<file path="config.mk">
export PLATFORM = sky130hd
export DESIGN_NAME = video_mem_wr_ctrl_flat
export DESIGN_NICKNAME = d
export VERILOG_FILES = /design/src/rtl/video_mem_wr_ctrl_if.sv /design/src/rtl/video_mem_wr_ctrl.sv /design/src/flat_wrapper.sv
export SDC_FILE = /design/constraint.sdc
export NUM_CORES = 1
export LEC_CHECK = 0
export CAP_MARGIN = 20
export CORE_ASPECT_RATIO = 0.9
export CORE_MARGIN = 4
export CORE_UTILIZATION = 37
export CTS_CLUSTER_SIZE = 20
export DETAILED_ROUTE_END_ITERATION = 10
export GPL_TIMING_DRIVEN = 0
export PLACE_DENSITY = 0.86
export SETUP_SLACK_MARGIN = 0.3
export SYNTH_ARGS = -nofsm -noshare
export SYNTH_HDL_FRONTEND = slang
export SYNTH_SLANG_ARGS = --single-unit
</file>
<file path="constraint.sdc">
create_clock -name clk -period 2.7 [get_ports clk]
set_input_delay 0.54 -clock clk [delete_from_list [all_inputs] [get_ports clk]]
set_output_delay 0.54 -clock clk [all_outputs]
set_load 0.02 [all_outputs]
</file>
<file path="src/rtl/video_mem_wr_ctrl_if.sv">
// Write-port bundle for video_mem_wr_ctrl. It carries the CPU and coprocessor
// write requests, the fill-engine controls and the video-memory write port.
//
// Handshake (cpu_* and cop_*): the requester raises *_req and holds *_addr and
// *_data stable. A write is accepted in the cycle where *_req && *_gnt. Only
// after that cycle may the requester change addr/data or drop req. A req may
// also be withdrawn before it is granted, and the write is then simply not made.
interface video_mem_wr_ctrl_if #(
  parameter int ADDR_W = 17,
  parameter int DATA_W = 12
);
  logic              cpu_req;
  logic [ADDR_W-1:0] cpu_addr;
  logic [DATA_W-1:0] cpu_data;
  logic              cpu_gnt;

  logic              cop_req;
  logic [ADDR_W-1:0] cop_addr;
  logic [DATA_W-1:0] cop_data;
  logic              cop_gnt;

  logic              fill_start;
  logic              fill_sel;
  logic [DATA_W-1:0] fill_color;
  logic              fill_busy;
  logic              fill_done;

  logic              vm_we;
  logic [ADDR_W-1:0] vm_waddr;
  logic [DATA_W-1:0] vm_wdata;

  // Requester side: the CPU, the coprocessor and whoever starts fills.
  modport master (
    output cpu_req, cpu_addr, cpu_data, input cpu_gnt,
    output cop_req, cop_addr, cop_data, input cop_gnt,
    output fill_start, fill_sel, fill_color, input fill_busy, fill_done,
    input  vm_we, vm_waddr, vm_wdata
  );

  // Controller side.
  modport slave (
    input  cpu_req, cpu_addr, cpu_data, output cpu_gnt,
    input  cop_req, cop_addr, cop_data, output cop_gnt,
    input  fill_start, fill_sel, fill_color, output fill_busy, fill_done,
    output vm_we, vm_waddr, vm_wdata
  );
endinterface

</file>
<file path="src/rtl/video_mem_wr_ctrl.sv">
// video_mem_wr_ctrl: single write port of the video memory, shared between the
// CPU store path, the coprocessor output stream and a constant-colour fill
// engine. The port is granted round-robin, and a granted write appears on
// vm_* one cycle later.
// Build option VMEM_FILL_EN: when it is defined, the fill engine joins a 3-way
// round robin. When it is undefined, the fill inputs are ignored and the CPU
// and coprocessor share a 2-way round robin.
// dbg_state_o exposes the fill FSM state. It reads IDLE when the fill engine is
// absent.
module video_mem_wr_ctrl #(
  parameter int ADDR_W     = 17,
  parameter int DATA_W     = 12,
  parameter int IMG_PIXELS = 65536
) (
  input  logic               clk,
  input  logic               rst_n,
  video_mem_wr_ctrl_if.slave bus,
  output logic [1:0]         dbg_state_o
);
  typedef enum logic [1:0] {ST_IDLE = 2'd0, ST_FILL = 2'd1, ST_DONE = 2'd2} state_t;

  // Round-robin pointer value: the participant granted most recently.
  localparam logic [1:0] RR_CPU  = 2'd0;
  localparam logic [1:0] RR_COP  = 2'd1;
  localparam logic [1:0] RR_FILL = 2'd2;

  logic              fill_req;
  logic [ADDR_W-1:0] fill_addr;
  logic [DATA_W-1:0] fill_data;
  logic              gnt_cpu, gnt_cop, gnt_fill;
  logic [1:0]        last_q, last_d;
  logic              vm_we_q, vm_we_d;
  logic [ADDR_W-1:0] vm_waddr_q, vm_waddr_d;
  logic [DATA_W-1:0] vm_wdata_q, vm_wdata_d;

  // Arbiter: the participant after the last winner has top priority, so the
  // last winner has the lowest. No grant is given while reset is held.
  always_comb begin
    gnt_cpu  = 1'b0;
    gnt_cop  = 1'b0;
    gnt_fill = 1'b0;
    if (rst_n) begin
      case (last_q)
        RR_CPU: begin
          if (bus.cop_req)      gnt_cop  = 1'b1;
          else if (fill_req)    gnt_fill = 1'b1;
          else if (bus.cpu_req) gnt_cpu  = 1'b1;
        end
        RR_COP: begin
          if (fill_req)         gnt_fill = 1'b1;
          else if (bus.cpu_req) gnt_cpu  = 1'b1;
          else if (bus.cop_req) gnt_cop  = 1'b1;
        end
        default: begin
          if (bus.cpu_req)      gnt_cpu  = 1'b1;
          else if (bus.cop_req) gnt_cop  = 1'b1;
          else if (fill_req)    gnt_fill = 1'b1;
        end
      endcase
    end
  end

  assign bus.cpu_gnt = gnt_cpu;
  assign bus.cop_gnt = gnt_cop;

  // Pointer next state. The pointer moves only when a grant is given.
  always_comb begin
    last_d = last_q;
    if (gnt_cpu)       last_d = RR_CPU;
    else if (gnt_cop)  last_d = RR_COP;
    else if (gnt_fill) last_d = RR_FILL;
  end

  // Pointer register. Reset leaves FILL as the last winner, so the CPU is served first.
  always_ff @(posedge clk or negedge rst_n) begin
    if (!rst_n) last_q <= RR_FILL;
    else        last_q <= last_d;
  end

  // Write-port next state: load the winner's write, otherwise hold addr/data with we low.
  always_comb begin
    vm_we_d    = gnt_cpu | gnt_cop | gnt_fill;
    vm_waddr_d = vm_waddr_q;
    vm_wdata_d = vm_wdata_q;
    if (gnt_cpu) begin
      vm_waddr_d = bus.cpu_addr;
      vm_wdata_d = bus.cpu_data;
    end else if (gnt_cop) begin
      vm_waddr_d = bus.cop_addr;
      vm_wdata_d = bus.cop_data;
    end else if (gnt_fill) begin
      vm_waddr_d = fill_addr;
      vm_wdata_d = fill_data;
    end
  end

  // Registered video-memory write port.
  always_ff @(posedge clk or negedge rst_n) begin
    if (!rst_n) begin
      vm_we_q    <= 1'b0;
      vm_waddr_q <= '0;
      vm_wdata_q <= '0;
    end else begin
      vm_we_q    <= vm_we_d;
      vm_waddr_q <= vm_waddr_d;
      vm_wdata_q <= vm_wdata_d;
    end
  end

  assign bus.vm_we    = vm_we_q;
  assign bus.vm_waddr = vm_waddr_q;
  assign bus.vm_wdata = vm_wdata_q;

`ifdef VMEM_FILL_EN
  localparam int                CNT_W      = (IMG_PIXELS > 1) ? $clog2(IMG_PIXELS) : 1;
  localparam logic [CNT_W-1:0]  CNT_LAST   = CNT_W'(IMG_PIXELS - 1);
  localparam logic [ADDR_W-1:0] HALF1_BASE = ADDR_W'(IMG_PIXELS);

  state_t            state_q, state_d;
  logic [CNT_W-1:0]  cnt_q, cnt_d;
  logic [ADDR_W-1:0] base_q, base_d;
  logic [DATA_W-1:0] color_q, color_d;

  // Fill FSM next state. The count advances on each fill grant. The grant of
  // the last pixel moves the FSM to DONE, and the count then holds.
  always_comb begin
    state_d = state_q;
    cnt_d   = cnt_q;
    base_d  = base_q;
    color_d = color_q;
    case (state_q)
      ST_IDLE: begin
        if (bus.fill_start) begin
          state_d = ST_FILL;
          base_d  = bus.fill_sel ? HALF1_BASE : '0;
          color_d = bus.fill_color;
          cnt_d   = '0;
        end
      end
      ST_FILL: begin
        if (gnt_fill) begin
          if (cnt_q == CNT_LAST) state_d = ST_DONE;
          else                   cnt_d   = cnt_q + CNT_W'(1);
        end
      end
      ST_DONE: state_d = ST_IDLE;
      default: state_d = ST_IDLE;
    endcase
  end

  // Fill FSM registers. Reset aborts a running fill at once.
  always_ff @(posedge clk or negedge rst_n) begin
    if (!rst_n) begin
      state_q <= ST_IDLE;
      cnt_q   <= '0;
      base_q  <= '0;
      color_q <= '0;
    end else begin
      state_q <= state_d;
      cnt_q   <= cnt_d;
      base_q  <= base_d;
      color_q <= color_d;
    end
  end

  assign fill_req      = (state_q == ST_FILL);
  assign fill_addr     = base_q + ADDR_W'(cnt_q);
  assign fill_data     = color_q;
  assign bus.fill_busy = (state_q == ST_FILL);
  assign bus.fill_done = (state_q == ST_DONE);
  assign dbg_state_o   = state_q;
`else
  logic unused_fill;
  assign unused_fill   = ^{bus.fill_start, bus.fill_sel, bus.fill_color};
  assign fill_req      = 1'b0;
  assign fill_addr     = '0;
  assign fill_data     = '0;
  assign bus.fill_busy = 1'b0;
  assign bus.fill_done = 1'b0;
  assign dbg_state_o   = ST_IDLE;
`endif
endmodule

</file>
<file path="src/flat_wrapper.sv">
// flat-port wrapper written by rule: the top's interface ports become plain ports
module video_mem_wr_ctrl_flat 
#(
  parameter int ADDR_W     = 17,
  parameter int DATA_W     = 12,
  parameter int IMG_PIXELS = 65536
)
  (clk, rst_n, dbg_state_o, bus_cpu_req, bus_cpu_addr, bus_cpu_data, bus_cpu_gnt, bus_cop_req, bus_cop_addr, bus_cop_data, bus_cop_gnt, bus_fill_start, bus_fill_sel, bus_fill_color, bus_fill_busy, bus_fill_done, bus_vm_we, bus_vm_waddr, bus_vm_wdata);
  video_mem_wr_ctrl_if #(.ADDR_W(ADDR_W), .DATA_W(DATA_W)) bus_i ();
  input  logic clk;
  input  logic rst_n;
  output logic [1:0] dbg_state_o;
  input wire logic [$bits(bus_i.cpu_req)-1:0] bus_cpu_req;
  input wire logic [$bits(bus_i.cpu_addr)-1:0] bus_cpu_addr;
  input wire logic [$bits(bus_i.cpu_data)-1:0] bus_cpu_data;
  output wire logic [$bits(bus_i.cpu_gnt)-1:0] bus_cpu_gnt;
  input wire logic [$bits(bus_i.cop_req)-1:0] bus_cop_req;
  input wire logic [$bits(bus_i.cop_addr)-1:0] bus_cop_addr;
  input wire logic [$bits(bus_i.cop_data)-1:0] bus_cop_data;
  output wire logic [$bits(bus_i.cop_gnt)-1:0] bus_cop_gnt;
  input wire logic [$bits(bus_i.fill_start)-1:0] bus_fill_start;
  input wire logic [$bits(bus_i.fill_sel)-1:0] bus_fill_sel;
  input wire logic [$bits(bus_i.fill_color)-1:0] bus_fill_color;
  output wire logic [$bits(bus_i.fill_busy)-1:0] bus_fill_busy;
  output wire logic [$bits(bus_i.fill_done)-1:0] bus_fill_done;
  output wire logic [$bits(bus_i.vm_we)-1:0] bus_vm_we;
  output wire logic [$bits(bus_i.vm_waddr)-1:0] bus_vm_waddr;
  output wire logic [$bits(bus_i.vm_wdata)-1:0] bus_vm_wdata;
  assign bus_i.cpu_req = bus_cpu_req;
  assign bus_i.cpu_addr = bus_cpu_addr;
  assign bus_i.cpu_data = bus_cpu_data;
  assign bus_cpu_gnt = bus_i.cpu_gnt;
  assign bus_i.cop_req = bus_cop_req;
  assign bus_i.cop_addr = bus_cop_addr;
  assign bus_i.cop_data = bus_cop_data;
  assign bus_cop_gnt = bus_i.cop_gnt;
  assign bus_i.fill_start = bus_fill_start;
  assign bus_i.fill_sel = bus_fill_sel;
  assign bus_i.fill_color = bus_fill_color;
  assign bus_fill_busy = bus_i.fill_busy;
  assign bus_fill_done = bus_i.fill_done;
  assign bus_vm_we = bus_i.vm_we;
  assign bus_vm_waddr = bus_i.vm_waddr;
  assign bus_vm_wdata = bus_i.vm_wdata;
  video_mem_wr_ctrl #(.ADDR_W(ADDR_W), .DATA_W(DATA_W), .IMG_PIXELS(IMG_PIXELS)) u_core (.clk(clk), .rst_n(rst_n), .bus(bus_i), .dbg_state_o(dbg_state_o));
endmodule
</file>
==> key figures <==
Floorplan
  – Ports: 112
  – Chip Width: 75.9 um
  – Initial Utilization: between 30% and 40%
  – Site row count: 21
  – Die ar.: ~5200 um2
  – Die Y-Extent: approximately 69 um
  – Core area: ~3900 um2

Drt
  – Vias: about 1600
  – Vias per inst: 5.13
  – ANT nets after route: 0
  – DRT Pass-1 Iters: 4
  – Final wirelength: 4.65 mm
  – Iter 0 DRT Violations: ~120
  – DRC: 0
  – WL/cell: ~15 um

Global routing
  – Pin count of the biggest net entering global routing: 37
  – Vias in the first global route: roughly 1600
  – Total gr overflow: 0
  – First-pass GRT wire length: 7.85 mm
  – Overall routing resource usage: 18.1%
  – Initial antenna violation count: 0

CTS
  – Clk_lat worst skew: around 280 ps
  – # H-tree levels: 2
  – CTS clock-pin slew for the worst setup and hold paths: around 70 ps
  – Number of CTS-inserted buffers: 5
  – Root buf cell: clkbuf_8
  – Hold buffer count at CTS: 0
  – CTS tree: yes
  – Max Buffers Root-to-Sink: 2
  – # clock sinks: 32

Cells and area
  – Fin util: a little under 70%
  – Ant diodes: 0
  – Finished Cell Area: 2660 um2
  – Multi-input logic area: about 640 um2
  – Fillers: 317
  – Nets: about 330
  – Syn-to-layout area delta: 73.5%
  – Reg area: 802 um2
  – Layout cells sized above 1: ~16%

Synth
  – Mapped Cells: about 150
  – Post-synthesis async set-or-reset flop share: 100%
  – Top_reg_cell synth: dfrtp_1
  – Mapped cell area: 1540 um2
  – Seq/Total Area, Yosys: roughly 52%
  – Mean area per synthesized cell: 10.0 um2
  – Post-synth EDFFs: 0
  – Register bit total from synthesis: 32
  – Count of cell types in the netlist: 22
  – Synth warn: 0

Critical path
  – Crit path from: bus_cop_req
  – Arr. time, crit path: roughly 1800 ps
  – Slowest cell on the critical path: or3b_1
  – Critical Path Sink Type: output port
  – R2R Path Start: u_core.last_q[0]
  – Critical path peak fanout: 10
  – Crit-path cells: dlygate4sd2_1, or3b_1, buf_4, nand2_4, buf_8, inv_1, buf_2
  – Critical Path Max Stage Delay: between 300 and 400 ps
  – CP Launch Type: input port
  – Worst EP required: approximately 2200 ps
  – Critical path class: in -> out

STA
  – RSZ-0062 raised after global routing: no
  – Max-Slew Margin vs Limit: roughly two thirds
  – Max-slew violations: 0
  – Final Hold Vio Count: 0
  – Fmax: 435 MHz
  – Clock skew: about 10 ps
  – Finish-stage setup viols: 0
  – Final min period: between 2000 and 2500 ps
  – Final period utilization: between 80% and 90%
  – Worst-margin pin slew: about 500 ps

Placed design
  – DPL Wire Length: 3.43 mm
  – Number of port buffers: slightly above 90
  – RePlAce Congestion: roughly 0.70
  – Placed cell area: 2530 um2

Pwr
  – Leak Pwr: between 1 and 1.5 nW
  – Power Density: 575 nW/um2
  – IR Drop Worst-Case VDD: ~0.0004 V

Worst hold path
  – Hold Crit Class: in -> async

Flow run
  – Max Cap Viol: 0

Outcome
  – Status: finished clean
state kept, by name, indices dropped and copies added (netlist names):
| name | flops |
|---|---|
| u_core.bus.vm_waddr | 17 |
| u_core.last_q | 2 |
| u_core.bus.vm_wdata | 12 |
| u_core.bus.vm_we | 1 |
layout by cell type, fill, tap and decap left out, drive strengths merged:
cell type / count
nor3b: 1
a31oi: 16
clkdlybuf4s50: 89
nand2b: 13
nand2: 4
buf: 14
and2: 2
bufinv: 1
nand3: 1
clkdlybuf4s15: 1
dfstp: 1
nor2: 16
clkbuf: 11
clkinv: 2
dfrtp: 31
a21oi: 16
conb: 4
inv: 2
o221a: 13
or3b: 1
o21ai: 18
dlygate4sd2: 1
metal layers:
layer	up-vias	global-route usage (%)	routed length (um)
met5	-	0	0
met4	0	4.74	13
met3	2	6.51	430
met2	72	27.8	2190
met1	736	24.3	2020
li1	751	-	-
repair_timing:
action	CTS	global route
gates resized for setup	15	0
pin swaps	0	1
endpoints found under the setup margin	2	1
setup buffers	0	1
through the flow:
step | hold slack, ps | total power, W | setup slack, ps | std cells | setup TNS, ps
after floorplan | 244 | 0.000820 | 833 | 156 | 0
after global placement | 503 | 0.00108 | -1630 | 295 | -24110
after detailed placement | 509 | 0.00109 | -488 | 295 | -816
after CTS | 211 | 0.00155 | 317 | 303 | 0
after global routing | 223 | 0.00161 | 314 | 304 | 0
final | 194 | 0.00153 | 402 | 304 | 0
synthesized netlist by cell type (2+ instances only):
library cell | instances | area [um2]
o21ai_1 | 2 | 10.0
buf_2 | 4 | 20.0
o21ai_0 | 16 | 80.1
nor2_1 | 16 | 60.1
a31oi_1 | 16 | 100
nand2b_1 | 13 | 81.3
buf_6 | 2 | 22.5
and2_1 | 2 | 12.5
inv_1 | 2 | 7.51
o221a_2 | 13 | 146
a21oi_1 | 16 | 80.1
buf_4 | 5 | 37.5
dfrtp_1 | 31 | 776
clkbuf_1 | 5 | 18.8
nand2_1 | 3 | 11.3
worst paths after layout:
path                                           endpoint  slack (ps)  depth (start not counted)
worst min-delay path             u_core.bus.vm_waddr[3]         190                          1
worst max register to register  u_core.bus.vm_waddr[15]        1180                          4
worst max-delay path                        bus_cpu_gnt         400                          7
worst min register to register         u_core.last_q[1]         520                          1
max in group asynchronous              u_core.last_q[1]        2170                          1
min in group clk                       u_core.last_q[1]         520                          1
layout make-up:
type                            count  share of cell area [%]
Timing Repair Buffer               94                    34.9
Multi-Input combinational cell    105                    24.0
Tap cell                           46                    2.16
Sequential cell                    32                    30.1
Clock inverter                      2                    1.32
Buffer                             16                    4.32
Clock buffer                        6                    2.72
Inverter                            3                   0.423
kinds of logic after synthesis:
| kind of cell | count (synthesis) | share of synthesized area (%) |
|---|---|---|
| compound gates | 63 | 27.1 |
| buf+inv | 19 | 7.17 |
| flops | 32 | 52.2 |
| other cells | 1 | 0.244 |
| simple gates | 38 | 13.2 |
power breakdown:
part,switching (W),internal [W]
combinational,0.000229,0.000274
clock,0.000176,0.000274
sequential,0.0000338,0.000546
total,0.000439,0.00109
worst max-delay path, delay by kind of cell:
| family | cells | cell delay [ps] |
|---|---|---|
| buf+inv | 5 | 760 |
| simple gates | 2 | 460 |
Power figures use the tool's default switching activity.
